**src/rtl/systolic_feeder_pkg.sv**
```systemverilog
// systolic_pkg: shared operand type, feeder FSM states and stream length helpers
package systolic_pkg;
  localparam int OPERAND_W = 10;
  typedef logic signed [OPERAND_W-1:0] operand_t;
  typedef enum logic [1:0] {IDLE, FEED, DRAIN} feeder_state_t;
  function automatic int feed_len(input int size);
    return 2 * size - 1;
  endfunction
  function automatic int drain_len(input int size);
    return size;
  endfunction
endpackage

```
**src/rtl/systolic_feeder_if.sv**
```systemverilog
// systolic_feeder_if: feeder bus (master drives start/A_mat/B_mat, slave drives a_out/b_out/feeding/busy/done)
interface systolic_feeder_if #(
  parameter int SIZE       = 4,
  parameter int DATA_WIDTH = 10
);
  logic                         start;
  logic signed [DATA_WIDTH-1:0] A_mat [SIZE][SIZE];
  logic signed [DATA_WIDTH-1:0] B_mat [SIZE][SIZE];
  logic signed [DATA_WIDTH-1:0] a_out [SIZE];
  logic signed [DATA_WIDTH-1:0] b_out [SIZE];
  logic                         feeding;
  logic                         busy;
  logic                         done;
  modport master (output start, A_mat, B_mat, input a_out, b_out, feeding, busy, done);
  modport slave  (input start, A_mat, B_mat, output a_out, b_out, feeding, busy, done);
endinterface

```
**src/rtl/systolic_feeder_skew_lane.sv**
```systemverilog
// skew_lane: drives vec[t-LANE] when en and 0 <= t-LANE < SIZE, else 0 (ports: en, t, vec in; out)
module skew_lane #(
  parameter int SIZE       = 4,
  parameter int DATA_WIDTH = 10,
  parameter int LANE       = 0,
  parameter int CW         = 3
) (
  input  logic                         en,
  input  logic [CW-1:0]                t,
  input  logic signed [DATA_WIDTH-1:0] vec [SIZE],
  output logic signed [DATA_WIDTH-1:0] out
);
  localparam int IW = SIZE > 1 ? $clog2(SIZE) : 1;
  int d;
  logic [IW-1:0] idx;
  assign d   = int'(t) - LANE;
  assign idx = IW'(d);
  assign out = (en && d >= 0 && d < SIZE) ? vec[idx] : '0;
endmodule

```
**src/rtl/systolic_feeder.sv**
```systemverilog
// systolic_feeder: captures A/B on start and streams them diagonally skewed into the array edges (clk, rst async active-low, bus slave)
module systolic_feeder
  import systolic_pkg::*;
#(
  parameter int SIZE       = 4,
  parameter int DATA_WIDTH = 10
) (
  input logic            clk,
  input logic            rst,
  systolic_feeder_if.slave bus
);
  localparam int CW = $clog2(2 * SIZE);
  localparam logic [CW-1:0] FEED_LAST  = CW'(feed_len(SIZE) - 1);
  localparam logic [CW-1:0] DRAIN_LAST = CW'(drain_len(SIZE) - 1);
  feeder_state_t state, state_nx;
  logic [CW-1:0] cnt, cnt_nx;
  logic done_q, done_nx, accept, feeding;
  logic signed [DATA_WIDTH-1:0] a_q   [SIZE][SIZE];
  logic signed [DATA_WIDTH-1:0] b_q   [SIZE][SIZE];
  logic signed [DATA_WIDTH-1:0] b_col [SIZE][SIZE];
  logic signed [DATA_WIDTH-1:0] a_o   [SIZE];
  logic signed [DATA_WIDTH-1:0] b_o   [SIZE];
  assign accept  = state == IDLE && bus.start;
  assign feeding = state == FEED;
  always_comb begin
    state_nx = state;
    cnt_nx   = cnt;
    done_nx  = 1'b0;
    case (state)
      IDLE: begin
        state_nx = bus.start ? FEED : IDLE;
        cnt_nx   = '0;
      end
      FEED: begin
        state_nx = cnt == FEED_LAST ? DRAIN : FEED;
        cnt_nx   = cnt == FEED_LAST ? '0 : cnt + CW'(1);
      end
      DRAIN: begin
        state_nx = cnt == DRAIN_LAST ? IDLE : DRAIN;
        cnt_nx   = cnt == DRAIN_LAST ? '0 : cnt + CW'(1);
        done_nx  = cnt == DRAIN_LAST;
      end
      default: state_nx = IDLE;
    endcase
  end
  always_ff @(posedge clk or negedge rst) begin
    if (!rst) begin
      state  <= IDLE;
      cnt    <= '0;
      done_q <= 1'b0;
    end else begin
      state  <= state_nx;
      cnt    <= cnt_nx;
      done_q <= done_nx;
    end
  end
  always_ff @(posedge clk or negedge rst) begin
    if (!rst) begin
      a_q <= '{default: '0};
      b_q <= '{default: '0};
    end else if (accept) begin
      a_q <= bus.A_mat;
      b_q <= bus.B_mat;
    end
  end
  for (genvar i = 0; i < SIZE; i++) begin : g_lane
    for (genvar k = 0; k < SIZE; k++) begin : g_col
      assign b_col[i][k] = b_q[k][i];
    end
    skew_lane #(.SIZE(SIZE), .DATA_WIDTH(DATA_WIDTH), .LANE(i), .CW(CW)) u_a (
      .en(feeding), .t(cnt), .vec(a_q[i]), .out(a_o[i])
    );
    skew_lane #(.SIZE(SIZE), .DATA_WIDTH(DATA_WIDTH), .LANE(i), .CW(CW)) u_b (
      .en(feeding), .t(cnt), .vec(b_col[i]), .out(b_o[i])
    );
  end
  assign bus.a_out   = a_o;
  assign bus.b_out   = b_o;
  assign bus.feeding = feeding;
  assign bus.busy    = state != IDLE;
  assign bus.done    = done_q;
endmodule

```
**src/flat_wrapper.sv**
```systemverilog
// flat-port wrapper written by rule: the top's interface ports become plain ports
module systolic_feeder_flat import systolic_pkg::*;
#(
  parameter int SIZE       = 4,
  parameter int DATA_WIDTH = 10
)
  (clk, rst, bus_start, bus_A_mat, bus_B_mat, bus_a_out, bus_b_out, bus_feeding, bus_busy, bus_done);
  systolic_feeder_if #(.SIZE(SIZE), .DATA_WIDTH(DATA_WIDTH)) bus_i ();
  input logic clk;
  input logic rst;
  input wire logic [$bits(bus_i.start)-1:0] bus_start;
  input wire logic [$bits(bus_i.A_mat)-1:0] bus_A_mat;
  input wire logic [$bits(bus_i.B_mat)-1:0] bus_B_mat;
  output wire logic [$bits(bus_i.a_out)-1:0] bus_a_out;
  output wire logic [$bits(bus_i.b_out)-1:0] bus_b_out;
  output wire logic [$bits(bus_i.feeding)-1:0] bus_feeding;
  output wire logic [$bits(bus_i.busy)-1:0] bus_busy;
  output wire logic [$bits(bus_i.done)-1:0] bus_done;
  assign bus_i.start = bus_start;
  assign bus_i.A_mat = {>>{bus_A_mat}};
  assign bus_i.B_mat = {>>{bus_B_mat}};
  assign bus_a_out = {>>{bus_i.a_out}};
  assign bus_b_out = {>>{bus_i.b_out}};
  assign bus_feeding = bus_i.feeding;
  assign bus_busy = bus_i.busy;
  assign bus_done = bus_i.done;
  systolic_feeder #(.SIZE(SIZE), .DATA_WIDTH(DATA_WIDTH)) u_core (.clk(clk), .rst(rst), .bus(bus_i));
endmodule
```
**config.mk**
```make
export PLATFORM = sky130hd
export DESIGN_NAME = systolic_feeder_flat
export DESIGN_NICKNAME = d
export VERILOG_FILES = /design/src/rtl/systolic_feeder_pkg.sv /design/src/rtl/systolic_feeder_if.sv /design/src/rtl/systolic_feeder_skew_lane.sv /design/src/rtl/systolic_feeder.sv /design/src/flat_wrapper.sv
export SDC_FILE = /design/constraint.sdc
export NUM_CORES = 1
export LEC_CHECK = 0
export CAP_MARGIN = 10
export CORE_MARGIN = 3
export CORE_UTILIZATION = 44
export CTS_CLUSTER_DIAMETER = 100
export DETAILED_ROUTE_END_ITERATION = 12
export PLACE_DENSITY = 0.75
export SLEW_MARGIN = 20
export SYNTH_ARGS = -nofsm -noshare
export SYNTH_HDL_FRONTEND = slang
export SYNTH_SLANG_ARGS = --single-unit
```
**constraint.sdc**
```tcl
create_clock -name clk -period 2.8 [get_ports clk]
set_input_delay 0.84 -clock clk [delete_from_list [all_inputs] [get_ports clk]]
set_output_delay 0.84 -clock clk [all_outputs]
set_load 0.02 [all_outputs]
```
==> flow_summary.yaml <==
run_status:
  outcome: "finished with violations"
  violations: "negative setup slack"
worst_setup_path:
  worst_r2r_startpoint: "u_core.state[0]"
  worst_path_top_cell_family_by_delay: "buffers and inverters"
  r2r_end: "u_core.a_q[64]"
  path_class: "reg -> out"
  crit_cells: 7
  regToRegSetupSlack_ns: 0.86
  crit_path_top_delay_cell: "sky130_fd_sc_hd__dfrtp_4"
  critical_path_buf_inv_count: 5
  crit_path_end_kind: "primary output"
  worstRegToRegCells: 5
  worst_path_largest_cell_delay_ns: 0.53
  type_of_origin_of_the_critical_path: "flop"
  arrival_time_reported_for_the_critical_path_endpoint_ns: 2.28
  crit_path_max_fanout: 7
  cp.required_ns: 1.96
  critPathLaunch: "u_core.cnt[0]"
  cp-endpoint: "bus_b_out[9]"
  timing.critical_path.cells: "buf_8 -> buf_12 -> buf_12 -> buf_6 -> mux4_2 -> nor2b_4 -> buf_6"
synthesis:
  post_synthesis_net_count: 1253
  postSynthRegisterBits: 326
  yosys_warnings: 0
  post_synth_cell_types: 26
  synthesis.instances: 920
  combined_area_of_all_synthesized_cells_um2: 14800
  yosysSeqAreaShare_pct: 55.2
  avgSynthCellArea_um2: 16.1
timing:
  report.final.hold_viol_count: 0
  final_ws_setup_ns: -0.321
  unrepaired_setup_endpoints_after_global_routing: "true"
  timing.final.max_slew_violations: 0
  fin_skew_ns: 0.0137
  setup_tns_ns: -18.21
  fmax_mhz: 320
  worst-slew-pin-transition_ns: 0.539
  setup_viol: 80
  layout_worst_path_cycle_share_pct: 111
  timing.slew.headroom_pct: 64.1
  layout_min_cycle_time_ns: 3.12
cells_and_area:
  final_common_cell: "sky130_fd_sc_hd__dfrtp_1"
  fin_nets: 1708
  layout-drive-gt1-share_pct: 49.5
  final_cell_mix: "sky130_fd_sc_hd__dfrtp_1 (324), sky130_fd_sc_hd__clkdlybuf4s50_1 (322), sky130_fd_sc_hd__mux2_2 (320)"
  instances_no_fill: 1848
  synthToLayoutAreaGrowth_pct: 49.6
  fillers: 2327
  final_util_pct: 67.4
global_route:
  antenna_violations_before_repair: 6
  grt_max_degree: 98
  first_global_vias: 11013
  grt_total_usage_pct: 22.9
  grt_first_pass_wirelength_um: 63100
  grt_remaining_overflow: 0
drt:
  vias: 9722
  dr.pass1.iters: 4
  route.detailed.drc: 0
  drc_violation_total_after_the_first_tritonroute_iteration: 348
  drt.antenna.violating_nets: 0
  routed_via_density: 5.26
  finalWirelength_um: 41400
  routedWlPerCell_um: 22.4
cts:
  clock_tree_from_tritoncts: "yes"
  cts-hold-fix-buffers: 0
  cts_root_buf: "sky130_fd_sc_hd__clkbuf_16"
  total_clock_buffers_created_by_cts: 38
  maximum_clock_path_buffer_count: 3
  number_of_sinks_on_the_clock_net: 326
  cts-htree-levels: 2
  worst_setup_hold_path_clk_slew_ns: 0.06
  worst_skew_pair.late_latency_ns: 0.52
power:
  power.density_cell_area_nw_per_um2: 1180
  ir_worst_vdd_mv: 0.590
  power.leakage_nw: 9.37
  post-layout-total-power_w: 0.0261
die:
  pin_count: 406
  initial_standard_cell_utilization_of_the_core_pct: 45.1
  core.rowCount: 66
  chipHeight_um: 189
  fp.dieW_um: 189
  core_um2: 32800
  total_die_area_um2: 35800
placement:
  globalplace.congestion: 0.789
  placedCellCount: 1743
  place_hpwl_um: 28300
  placement.setup.worst_slack_ns: -0.183
  buffer_ports.inserted: 405
hold_path:
  min_path_type: "in -> async"
job:
  max_cap_violations: 0
==> how the worst min path moves through the flow <==
stage / endpoint / slack, ns / depth (start not counted)
2_1_floorplan: u_core.a_q[0] / 0.47 / 1
3_3_place_gp: u_core.a_q[45] / 0.48 / 1
3_5_place_dp: u_core.a_q[105] / 0.49 / 1
4_1_cts: u_core.a_q[37] / 0.27 / 1
5_1_grt: u_core.a_q[37] / 0.29 / 1
6_report: u_core.a_q[7] / 0.27 / 1
==> state kept, by name (all words and copies together), names as in the netlist <==
signal           cells
u_core.cnt           3
u_core.a_q         160
u_core.b_col       160
u_core.bus.done      1
u_core.state         2
==> logic make-up (layout without fill, tap and decap cells) <==
logic type	count (synthesis)	in the layout	synth area share [%]
AO/OA/AOI/OAI	9	9	0.389
multiplexers	400	400	36.6
AND/OR/NAND/NOR	94	94	4.17
XOR/XNOR	1	1	0.0593
adder cells (fa/ha/maj)	10	10	0.847
other	0	3	0
buffers and inverters	80	563	2.74
flip-flops	326	326	55.2
==> synthesized netlist by cell type (all sizes together) <==
cell type | count | area (um^2)
a21oi | 3 | 15.0
inv | 9 | 33.8
nor2 | 2 | 7.51
mux4 | 80 | 1800
o21ai | 1 | 5.00
nand3 | 1 | 5.00
o31ai | 2 | 15.0
nand2 | 6 | 22.5
nand2b | 1 | 6.26
buf | 50 | 293
a31oi | 1 | 6.26
ha | 10 | 125
and2 | 2 | 12.5
and3b | 20 | 175
and3 | 40 | 250
mux2 | 320 | 3600
clkbuf | 21 | 78.8
dfrtp | 326 | 8160
or2 | 1 | 6.26
nor2b | 21 | 131
xor2 | 1 | 8.76
a21o | 1 | 7.51
a32oi | 1 | 8.76
==> power by group <==
group          leakage [nW]  switching, W  internal, W
registers              3.86       0.00124      0.00713
clock network         0.640       0.00190      0.00319
logic                  4.87       0.00476      0.00790
total                  9.37       0.00790       0.0182
==> cell type report <==
| cell class | instances | area, um^2 | share of cell area [%] |
|---|---|---|---|
| timing repair buffer | 486 | 5400 | 24.4 |
| clock buffer | 57 | 1150 | 5.18 |
| inverter | 9 | 36.3 | 0.164 |
| tap | 442 | 553 | 2.50 |
| multi-input combinational | 514 | 6640 | 30.0 |
| sequential | 326 | 8160 | 36.9 |
| antenna | 3 | 7.51 | 0.0340 |
| clock inverter | 11 | 158 | 0.713 |
==> per-stage QoR <==
step / hold slack, ns / cell area [um^2]
finish: 0.268 / 22100
global route: 0.286 / 22100
CTS: 0.270 / 21900
detailed placement: 0.488 / 19800
global placement: 0.482 / 19800
floorplan: 0.474 / 14800
==> worst reg2reg max path, stage by stage (launching register included) <==
cell and delay [ns]:
sky130_fd_sc_hd__dfrtp_1 0.44, sky130_fd_sc_hd__inv_1 0.10, sky130_fd_sc_hd__ha_1 0.26, sky130_fd_sc_hd__nand2_4 0.14, sky130_fd_sc_hd__buf_12 0.40, sky130_fd_sc_hd__mux2_2 0.49
==> what timing repair did <==
action                                  CTS  global route
setup buffers                            24             5
cloned                                    7             1
endpoints found under the setup margin   82            80
gates resized for setup                 542            50
pin swaps                                22             7
==> per-layer routing <==
| metal | part of all wire [%] | GRT usage [%] |
|---|---|---|
| met1 | 39 | 28.7 |
| met2 | 52 | 40.1 |
| met3 | 6.3 | 5.17 |
| met4 | 2.6 | 6.23 |
| met5 | 0.099 | 0 |
Note: power is estimated with default switching activity, not from simulation.
